**config.mk**
```make
export PLATFORM = sky130hd
export DESIGN_NAME = hazard_controller
export DESIGN_NICKNAME = d
export VERILOG_FILES = /design/src/rtl/hazard_controller.sv
export SDC_FILE = /design/constraint.sdc
export NUM_CORES = 1
export LEC_CHECK = 0
export CORE_MARGIN = 2
export CORE_UTILIZATION = 48
export DETAILED_ROUTE_END_ITERATION = 8
export GPL_TIMING_DRIVEN = 0
export PLACE_DENSITY_LB_ADDON = 0.2
export SYNTH_ARGS = -nofsm -noshare
export SYNTH_HDL_FRONTEND = slang
export SYNTH_SLANG_ARGS = --single-unit
export TNS_END_PERCENT = 50
```
**constraint.sdc**
```tcl
create_clock -name clk -period 5.95 [get_ports clk]
set_input_delay 0.595 -clock clk [delete_from_list [all_inputs] [get_ports clk]]
set_output_delay 0.595 -clock clk [all_outputs]
set_load 0.1 [all_outputs]
```
**src/rtl/hazard_controller.sv**
```systemverilog
// Hazard and sequencing controller for the 5-stage RV32 pipeline: forwarding, load-use
// and branch hazards, a data-memory wait FSM with timeout halt, and stall/flush counters.
module hazard_controller #(
  parameter int WAIT_TIMEOUT = 16
) (
  input  logic        clk,
  input  logic        rst,
  input  logic [4:0]  Rs1D,
  input  logic [4:0]  Rs2D,
  input  logic [4:0]  Rs1E,
  input  logic [4:0]  Rs2E,
  input  logic [4:0]  RdE,
  input  logic [1:0]  ResultSrcE,
  input  logic        PCSrcE,
  input  logic [4:0]  RdM,
  input  logic        RegWriteM,
  input  logic [4:0]  RdW,
  input  logic        RegWriteW,
  input  logic        MemReqM,
  input  logic        MemReadyM,
  output logic        StallF,
  output logic        StallD,
  output logic        StallE,
  output logic        StallM,
  output logic        FlushD,
  output logic        FlushE,
  output logic        FlushW,
  output logic [1:0]  ForwardAE,
  output logic [1:0]  ForwardBE,
  output logic        MemErr,
  output logic [31:0] StallCount,
  output logic [31:0] FlushCount
);

  typedef enum logic [1:0] {
    S_RUN  = 2'd0,
    S_WAIT = 2'd1,
    S_HALT = 2'd2
  } state_t;

  localparam logic [7:0] WAIT_LAST = 8'(WAIT_TIMEOUT - 1);

  state_t      state;
  logic [7:0]  wait_cnt;
  logic        mem_err_q;
  logic [31:0] stall_cnt_q;
  logic [31:0] flush_cnt_q;

  logic lw_stall;
  logic mem_wait;
  logic branch_flush;

  assign lw_stall = (ResultSrcE == 2'b01) && (RdE != 5'd0) &&
                    ((RdE == Rs1D) || (RdE == Rs2D));
  assign mem_wait = MemReqM && !MemReadyM;

  assign MemErr     = mem_err_q;
  assign StallCount = stall_cnt_q;
  assign FlushCount = flush_cnt_q;

  // Memory-stage result is younger than Writeback, so it wins when both match.
  function automatic logic [1:0] fwd_sel(input logic [4:0] rs,
                                         input logic [4:0] rd_m, input logic we_m,
                                         input logic [4:0] rd_w, input logic we_w);
    if (we_m && (rd_m != 5'd0) && (rd_m == rs))      return 2'b10;
    else if (we_w && (rd_w != 5'd0) && (rd_w == rs)) return 2'b01;
    else                                              return 2'b00;
  endfunction

  always_comb begin
    // NOTE: every output gets a default first so no path through the priority chain infers a latch.
    StallF       = 1'b0;
    StallD       = 1'b0;
    StallE       = 1'b0;
    StallM       = 1'b0;
    FlushD       = 1'b0;
    FlushE       = 1'b0;
    FlushW       = 1'b0;
    branch_flush = 1'b0;
    ForwardAE    = fwd_sel(Rs1E, RdM, RegWriteM, RdW, RegWriteW);
    ForwardBE    = fwd_sel(Rs2E, RdM, RegWriteM, RdW, RegWriteW);
    if (rst) begin
      FlushD    = 1'b1;
      FlushE    = 1'b1;
      FlushW    = 1'b1;
      ForwardAE = 2'b00;
      ForwardBE = 2'b00;
    end else if (state == S_HALT || mem_wait) begin
      // Whole pipe frozen; branch and load-use are re-judged once Execute moves again.
      StallF = 1'b1;
      StallD = 1'b1;
      StallE = 1'b1;
      StallM = 1'b1;
      FlushW = 1'b1;
    end else if (PCSrcE) begin
      FlushD       = 1'b1;
      FlushE       = 1'b1;
      branch_flush = 1'b1;
    end else if (lw_stall) begin
      StallF = 1'b1;
      StallD = 1'b1;
      FlushE = 1'b1;
    end
  end

  // NOTE: sequential state uses non-blocking assignments so every register samples pre-edge values.
  always_ff @(posedge clk) begin
    if (rst) begin
      state       <= S_RUN;
      wait_cnt    <= '0;
      mem_err_q   <= 1'b0;
      stall_cnt_q <= '0;
      flush_cnt_q <= '0;
    end else begin
      if (StallF && (stall_cnt_q != '1)) stall_cnt_q <= stall_cnt_q + 32'd1;
      if (branch_flush && (flush_cnt_q != '1)) flush_cnt_q <= flush_cnt_q + 32'd1;
      case (state)
        S_RUN: begin
          if (mem_wait) begin
            state    <= S_WAIT;
            wait_cnt <= '0;
          end
        end
        S_WAIT: begin
          if (MemReadyM) begin
            state <= S_RUN;
          end else if (mem_wait && (wait_cnt == WAIT_LAST)) begin
            state     <= S_HALT;
            mem_err_q <= 1'b1;
          end else if (wait_cnt != '1) begin
            wait_cnt <= wait_cnt + 8'd1;
          end
        end
        S_HALT:  state <= S_HALT;
        default: state <= S_RUN;
      endcase
    end
  end

endmodule

```
==> run summary, run 1 <==
Final nets: 682
Final RePlAce weighted congestion: 0.882
Number of clock sinks: 75
First-pass GRT wire length: 18.0 mm
Syn_nets: 553
Yosys reg bits: 75
Die Width: 96.7 µm
Gate Count Post-Synth: 506
Hold Path Depth: 2
Setup violators final: 0
Number of flops mapped to enable cells by yosys: 0
Slowest cell delay on critical path: 1.11 ns
Most frequent cells after synthesis: dfxtp_1, nor2_1, xnor2_1, nand2_1, a21oi_1
Clock Skews: 0.0138 ns
Post-CTS setup buffers: 0
Non-Filler Instances: 745
GRT Total Usage: 22.9%
CP arrival: 3.93 ns
Placed Instances: 729
Clk_lat worst skew: 0.36 ns
Core area: 8260 µm²
Status: completed
Crit path top cell by count: clkdlybuf4s50_1
FF-to-FF End: FlushCount[12]
Worst Setup SP: RdE[0]
Antenna violations before repair: 0
Routed WL per cell: 15.0 µm
Overflow after GRT: 0
Fmax: 0.221 GHz
Post-synthesis average cell area: 8.16 µm²
Sequence of cells on the critical path: clkdlybuf4s50_1 > xnor2_1 > nand3_1 > o22ai_1 > a31oi_1 > clkbuf_1 > inv_1 > buf_4 > clkdlybuf4s50_1
R2R Path Start: FlushCount[26]
CP Class: primary input to primary output
Max clock buf depth: 2
Reg2reg setup slack: 3.46 ns
Storage cell area: 1500 µm²
Cells on worst reg2reg path: 7
Hold Vio Cnt, Final: 0
Peak fanout along the critical path: 10
Post-DP HPWL: 8.37 mm
Via count: 4234
Starting Density: 50.0%
Async SR Flop Fraction: 0%
CP Capture Type: primary output
CP max stage cell: clkdlybuf4s50_1
# fillers: 712
1st-iter DRT viols: 180
Mapped Area: 4130 µm²
Post-CTS sizing: 0
Slew headroom: 32.2%
CTS Root Cell: clkbuf_8
Worst-path clk slew: 0.07 ns
Yosys warns: 0
Via-to-Cell Ratio: 5.68
Hold_sp: MemErr
Register area share after synthesis: 36.4%
Ant. Diodes: 0
Hold Path Sink: MemErr
Multi-input combinational cell area: 2480 µm²
Vias in the first global route: 3936
DRC: 0
Yosys cell types: 49
Cell with the most instances after synthesis: dfxtp_1
Io pins: 120
Max cap viols: 0
Unrepaired setup endpoints after global routing: no
Worst-Margin Slew: 1.01 ns
Leakage power: 0.00180 µW
CP Launch Type: primary input
Drt first pass iters: 5
Max Slew Vio Count: 0
Clock tree from TritonCTS: yes
Worst hold path class: register to register
Largest net degree at the start of global routing: 14
CP required: 5.36 ns
WL final: 11.2 mm
I/O Buffers: 118
Cts hold-fix bufs: 0
Share of cells above drive strength 1: 5.63%
Antenna Nets Post-Route: 0
Number of core rows: 33
Pwr dens: 190 nW/µm²
Die area: 9360 µm²
Fin crit period: 4.52 ns
Area Growth Syn to Fin: 37.1%
Setup TNS: 0 ns
Ys flop type: dfxtp_1
DIE HEIGHT: 96.7 µm
Htree depth: 3
Most area-consuming cells after synthesis: dfxtp_1, xnor2_1, nor2_1
Area leader, netlist: dfxtp_1
Synth top area share: 36.4%
Crit share post-route: 76.0%
Total CTS buffers: 9
Max VDD drop: 0.142 mV
## where the power goes
part,switching (µW),internal (µW)
sequential,2.95,504
combinational,79.1,53.1
clock,198,237
## per-stage QoR
step	setup slack, ns	utilization (%)	cell area, µm²	total power, µW	hold WS, ns
after floorplan	0.790	-	4130	594	0.479
after global placement	1.56	65.9	5440	647	0.432
after detailed placement	1.44	65.9	5440	651	0.444
after CTS	1.43	68.5	5660	1080	0.456
after global routing	1.27	68.5	5660	1110	0.472
final	1.43	68.5	5660	1070	0.451
## layout by cell type, fill, tap and decap left out, drive strengths merged, types with 8 or more instances in the layout
master / n
o21ai: 21
nor2: 53
a21oi: 28
clkbuf: 22
nand4: 15
buf: 8
nand3: 26
or4: 15
nor4: 20
xor2: 17
dfxtp: 75
or3: 21
and3: 8
o31ai: 8
xnor2: 48
inv: 16
nand2: 39
nor3: 19
clkdlybuf4s50: 118
## critical path: cells and delay by family
| family | cells | cell delay (ns) |
|---|---|---|
| compound gates | 2 | 0.79 |
| xor+xnor | 1 | 0.23 |
| simple gates | 1 | 0.12 |
| buf+inv | 5 | 2.18 |
## kinds of logic after synthesis
logic type | Yosys count | share of synthesized area (%)
and+or+nand+nor | 243 | 32.1
AOI/OAI and AO/OA | 76 | 11.2
DFF | 75 | 36.4
xor gates and xnor gates | 65 | 13.8
buffers and inverters | 36 | 3.58
muxes | 8 | 2.09
adders and majority gates | 3 | 0.909
## layer usage
layer / global-route usage [%] / share of wire, % / vias to the layer above
met4: 7.80 / 1.8 / 0
met2: 40.3 / 49 / 128
met3: 6.65 / 7.2 / 19
met5: 0 / 0 / -
met1: 26.6 / 42 / 1989
li1: - / - / 2098
## worst max-delay path by stage
stage              endpoint  cells after the start  slack [ns]
2_1_floorplan  ForwardAE[0]                      6        0.79
3_3_place_gp         StallF                      9        1.56
3_5_place_dp         StallF                      9        1.44
4_1_cts              StallF                      9        1.43
5_1_grt              StallF                      9        1.27
6_report             StallF                      9        1.43
## area by class of cell
cell class              instances  share of cell area, %
inverters                      16                   1.06
clock inverters                 6                   1.59
multi-input cells             395                   43.8
repair buffers                118                   20.9
plain buffers                  20                   1.55
flip-flops and latches         75                   26.5
clock buffers                  10                   2.26
well taps                     105                   2.32
## registers in the layout, indices dropped and copies added, names as in the netlist
signal and cells:
MemErr 1, wait_cnt 8, state 2, FlushCount 32, StallCount 32
Power figures use the tool's default switching activity.
==> run 2, diff against run 1 <==
--- a/config.mk
+++ b/config.mk
@@ -6,7 +6,7 @@
 export NUM_CORES = 1
 export LEC_CHECK = 0
 export CORE_MARGIN = 2
-export CORE_UTILIZATION = 48
+export CORE_UTILIZATION = 43
 export DETAILED_ROUTE_END_ITERATION = 8
 export GPL_TIMING_DRIVEN = 0
 export PLACE_DENSITY_LB_ADDON = 0.2
==> constraint.sdc (replaced) <==
create_clock -name clk -period 4.1 [get_ports clk]
set_input_delay 0.41 -clock clk [delete_from_list [all_inputs] [get_ports clk]]
set_output_delay 0.41 -clock clk [all_outputs]
set_load 0.1 [all_outputs]
==> run summary, run 2 (synthesized netlist as in run 1, its figures left out) <==
Fmax: 0.254 GHz
CP max stage cell: clkdlybuf4s50_1
Fin crit period: 3.93 ns
Clk pwr share: 41.7%
Hold Vio Cnt, Final: 0
GRT Total Usage: 21.9%
Slew headroom: 31.8%
Max VDD drop: 0.193 mV
Area Growth Syn to Fin: 38.7%
Worst-Margin Slew: 1.02 ns
I/O Buffers: 118
Antenna violations before repair: 0
Via-to-Cell Ratio: 5.39
Placed Instances: 753
Clk_lat worst skew: 0.34 ns
Unrepaired setup endpoints after global routing: no
Worst Path Buf+Inv: 2
CP Launch Type: primary input
WL final: 11.2 mm
Routed WL per cell: 14.6 µm
Antenna Nets Post-Route: 0
Drt first pass iters: 4
Crit share post-route: 95.9%
Via count: 4146
First-pass GRT wire length: 18.3 mm
Worst hold path class: register to register
Final nets: 682
Max clock buf depth: 2
Clock Skews: 0.00832 ns
Number of clock sinks: 75
Crit path top cell by count: clkdlybuf4s50_1
1st-iter DRT viols: 156
Max cap viols: 0
Setup violators final: 0
CP arrival: 3.52 ns
Slowest cell delay on critical path: 1.19 ns
Worst-path clk slew: 0.08 ns
Post-DP HPWL: 8.59 mm
DRC: 0
Overflow after GRT: 0
Total CTS buffers: 9
Commonest non-fill, non-tap cells in the layout: clkdlybuf4s50_1, dfxtp_1, nor2_1
Number of core rows: 35
Switching share of power: 25.5%
CTS Root Cell: clkbuf_8
Share of cells above drive strength 1: 6.25%
# fillers: 864
Sequence of cells on the critical path: clkdlybuf4s50_1 > or4_1 > o21ai_0 > nor3_1 > nor4_2 > clkdlybuf4s50_1
Net Sw Power: 407 µW
CP required: 3.69 ns
Fin worst setup slack: 0.169 ns
Starting Density: 44.5%
Clock tree from TritonCTS: yes
Largest net degree at the start of global routing: 14
Die area: 10400 µm²
Peak fanout along the critical path: 4
DIE HEIGHT: 102 µm
Non-Filler Instances: 769
Pre-CTS WS: 0.0216 ns
Post-Route Utilization: 61.7%
Most common cell after layout, fill and taps aside: clkdlybuf4s50_1
Io pins: 120
Die Width: 102 µm
CP Class: primary input to primary output
Status: completed
Post-Place Cell Area: 5480 µm²
Internal power: 1190 µW
Tot Pwr: 1590 µW
Register share of total power: 46.1%
Core area: 9280 µm²
Htree depth: 3
Pwr dens: 278 nW/µm²
Leakage power: 0.00182 µW
Vias in the first global route: 3844
Crit-path leading delay family: buffers and inverters
Ant. Diodes: 0
Final RePlAce weighted congestion: 0.859
Combinational share of power: 12.2%
CP Capture Type: primary output
Design Area, Final: 5730 µm²
Max Slew Vio Count: 0
==> run 2: cell types whose count changed in the layout (fill, tap and decap cells not counted), sizes merged <==
cell / change
clkinv: -3
clkbuf: +1
inv: +1
clkinvlp: +1
clkdlybuf4s50: -1
dlymetal6s2s: +1
==> run 2: worst paths after layout <==
check / startpoint / endpoint / slack, ns / depth (start not counted)
max reg2reg: FlushCount[21] / FlushCount[8] / 1.59 / 7
min: MemErr / MemErr / 0.45 / 2
max: RdM[1] / ForwardBE[0] / 0.17 / 6
min reg2reg: MemErr / MemErr / 0.45 / 2
==> run 2: area by class of cell <==
class	count	area, µm²	area share [%]
clock inverters	5	83.8	1.46
plain buffers	20	87.6	1.53
clock buffers	11	151	2.64
multi-input cells	395	2500	43.6
well taps	129	161	2.82
flip-flops and latches	75	1500	26.2
repair buffers	118	1180	20.7
inverters	16	60.1	1.05
==> run 2: power by group through the flow <==
stage          clock network [µW]  registers (µW)  logic [µW]
3_3_place_gp                    0             753         190
4_1_cts                       678             735         194
2_1_floorplan                   0             766        96.8
6_report                      665             736         194
3_5_place_dp                    0             753         193
5_1_grt                       709             736         207
==> run 2: repair_timing <==
| action | CTS | global route |
|---|---|---|
| hold buffers | 0 | 0 |
| setup endpoints to repair | 0 | 2 |
| gates resized for setup | 0 | 2 |
| setup buffers | 0 | 0 |
==> run 2: worst register-to-register path, delay by kind of cell, from the launching register on <==
family	cells	cell delay, ns
and+or+nand+nor	5	1.45
DFF	1	0.44
xor gates and xnor gates	1	0.18
buffers and inverters	1	0.32
==> run 2: per-stage QoR <==
| stage | setup TNS (ns) | hold slack, ns |
|---|---|---|
| 2_1_floorplan | -0.639 | 0.479 |
| 3_3_place_gp | 0 | 0.434 |
| 3_5_place_dp | 0 | 0.444 |
| 4_1_cts | 0 | 0.456 |
| 5_1_grt | 0 | 0.511 |
| 6_report | 0 | 0.454 |
==> run 2: per-layer routing <==
layer	track usage, %	vias up	share of wire, %	routed length [µm]
met4	4.62	0	0.50	56
li1	-	2083	-	-
met3	5.27	4	5.5	619
met5	0	-	0	0
met2	38.7	100	49	5520
met1	27.2	1959	45	5040
==> run 3, diff against run 2 <==
--- a/config.mk
+++ b/config.mk
@@ -5,10 +5,13 @@
 export SDC_FILE = /design/constraint.sdc
 export NUM_CORES = 1
 export LEC_CHECK = 0
+export CORE_ASPECT_RATIO = 0.8
 export CORE_MARGIN = 2
 export CORE_UTILIZATION = 43
 export DETAILED_ROUTE_END_ITERATION = 8
 export GPL_TIMING_DRIVEN = 0
+export HOLD_SLACK_MARGIN = 0.08
+export MAX_ROUTING_LAYER = met4
 export PLACE_DENSITY_LB_ADDON = 0.2
 export SYNTH_ARGS = -nofsm -noshare
 export SYNTH_HDL_FRONTEND = slang
==> run summary, run 3 (synthesized netlist as in run 1, its figures left out) <==
Status: completed
Die area: 10400 µm²
Max clock buf depth: 2
Worst-Margin Slew: 0.996 ns
Post-CTS setup buffers: 0
Worst Path Buf+Inv: 4
Cts hold-fix bufs: 0
Max cap viols: 0
Antenna violations before repair: 0
Combinational share of power: 10.5%
Post-DP HPWL: 8.53 mm
Sequence of cells on the critical path: clkdlybuf4s50_1 > xnor2_1 > nand3_1 > o22ai_1 > a31oi_2 > clkbuf_1 > inv_1 > clkdlybuf4s50_1
Vias in the first global route: 3870
CP required: 3.69 ns
CP Capture Type: primary output
Area Growth Syn to Fin: 40.9%
Max VDD drop: 0.206 mV
1st-iter DRT viols: 259
Die Width: 114 µm
Peak fanout along the critical path: 10
Clock tree from TritonCTS: yes
Antenna Nets Post-Route: 0
Largest net degree at the start of global routing: 14
# fillers: 795
Register share of total power: 39.9%
Core area: 9190 µm²
CP arrival: 3.48 ns
Unrepaired setup endpoints after global routing: no
Crit share post-route: 94.9%
CP Class: primary input to primary output
CP Launch Type: primary input
Htree depth: 3
Commonest non-fill, non-tap cells in the layout: clkdlybuf4s50_1, dfxtp_1, nor2_1
CP max stage cell: clkdlybuf4s50_1
Final nets: 682
Io pins: 120
I/O Buffers: 118
Clk_lat worst skew: 0.34 ns
Via count: 4254
Hold Vio Cnt, Final: 0
CTS Root Cell: clkbuf_16
Pwr dens: 317 nW/µm²
Total CTS buffers: 9
Fin crit period: 3.89 ns
Hold_sp: MemErr
Setup violators final: 0
Overflow after GRT: 0
Starting Density: 44.9%
Via-to-Cell Ratio: 5.63
Share of cells above drive strength 1: 6.25%
Ant. Diodes: 0
Most common cell after layout, fill and taps aside: clkdlybuf4s50_1
Leakage power: 0.00188 µW
Drt first pass iters: 4
Storage cell area: 1500 µm²
First-pass GRT wire length: 18.5 mm
Number of clock sinks: 75
Internal power: 1400 µW
Crit path top cell by count: clkdlybuf4s50_1
Multi-input combinational cell area: 2500 µm²
Clock Skews: 0.00830 ns
Number of core rows: 31
Switching share of power: 23.9%
Slew headroom: 33.4%
Net Sw Power: 440 µW
Post-Route Utilization: 63.3%
Clk pwr share: 49.6%
WL final: 11.3 mm
DRC: 0
Max Slew Vio Count: 0
Tot Pwr: 1840 µW
Slowest cell delay on critical path: 1.13 ns
GRT Total Usage: 22.5%
Post-CTS sizing: 0
DIE HEIGHT: 91.6 µm
Crit-path leading delay family: buffers and inverters
Reg2reg setup slack: 1.55 ns
Cells on worst reg2reg path: 6
Final RePlAce weighted congestion: 0.808
Worst-path clk slew: 0.06 ns
FF-to-FF End: FlushCount[27]
R2R Path Start: FlushCount[21]
Fmax: 0.257 GHz
Worst hold path class: register to register
Hold Path Sink: MemErr
Routed WL per cell: 15.0 µm
Hold Path Depth: 2
## run 3: power by group through the flow
stage | logic, µW | registers [µW] | clock network (µW)
floorplan | 96.8 | 766 | 0
global placement | 190 | 752 | 0
detailed placement | 193 | 753 | 0
CTS | 193 | 736 | 922
global route | 207 | 737 | 955
finish | 193 | 736 | 914
## run 3: how the worst max path moves through the flow
stage / cells past startpoint / start / slack (ns) / to
final: 8 / RdE[4] / 0.21 / StallD
after global routing: 8 / RdE[4] / 0.05 / StallD
after CTS: 9 / RdE[0] / 0.06 / StallF
after detailed placement: 9 / RdE[4] / 0.07 / StallF
after global placement: 9 / RdE[4] / 0.1 / StallF
after floorplan: 4 / rst / -0.23 / ForwardAE[1]
## run 3: layer usage
layer  vias up  global-route usage (%)  routed length [µm]
met2       143                    35.5                5240
met5         -                       -                   0
met1      2004                    29.0                5210
met3        14                    5.35                 721
met4         0                    6.40                 114
li1       2093                       -                   -
## run 3: layout make-up
type,instances,area share [%]
repair buffers,118,20.4
plain buffers,20,1.51
clock inverters,7,2.00
inverters,16,1.03
flip-flops and latches,75,25.8
clock buffers,9,3.87
well taps,115,2.47
multi-input cells,395,42.9
## run 3: worst register-to-register path, stage by stage (launching register included)
cell and delay, ns:
dfxtp_1 0.41, nand4_1 0.20, or4b_2 0.77, nor3_1 0.65
nor3_1 0.14, xnor2_1 0.18, nor2_1 0.06
## run 3: per-stage QoR
step | TNS, ns | worst slack (ns) | area [µm²] | std cells | hold WS [ns]
3_5_place_dp | 0 | 0.0717 | 5470 | 739 | 0.456
3_3_place_gp | 0 | 0.0950 | 5470 | 739 | 0.455
5_1_grt | 0 | 0.0526 | 5820 | 755 | 0.487
4_1_cts | 0 | 0.0587 | 5810 | 755 | 0.465
2_1_floorplan | -0.639 | -0.227 | 4140 | 506 | 0.479
6_report | 0 | 0.208 | 5820 | 755 | 0.463
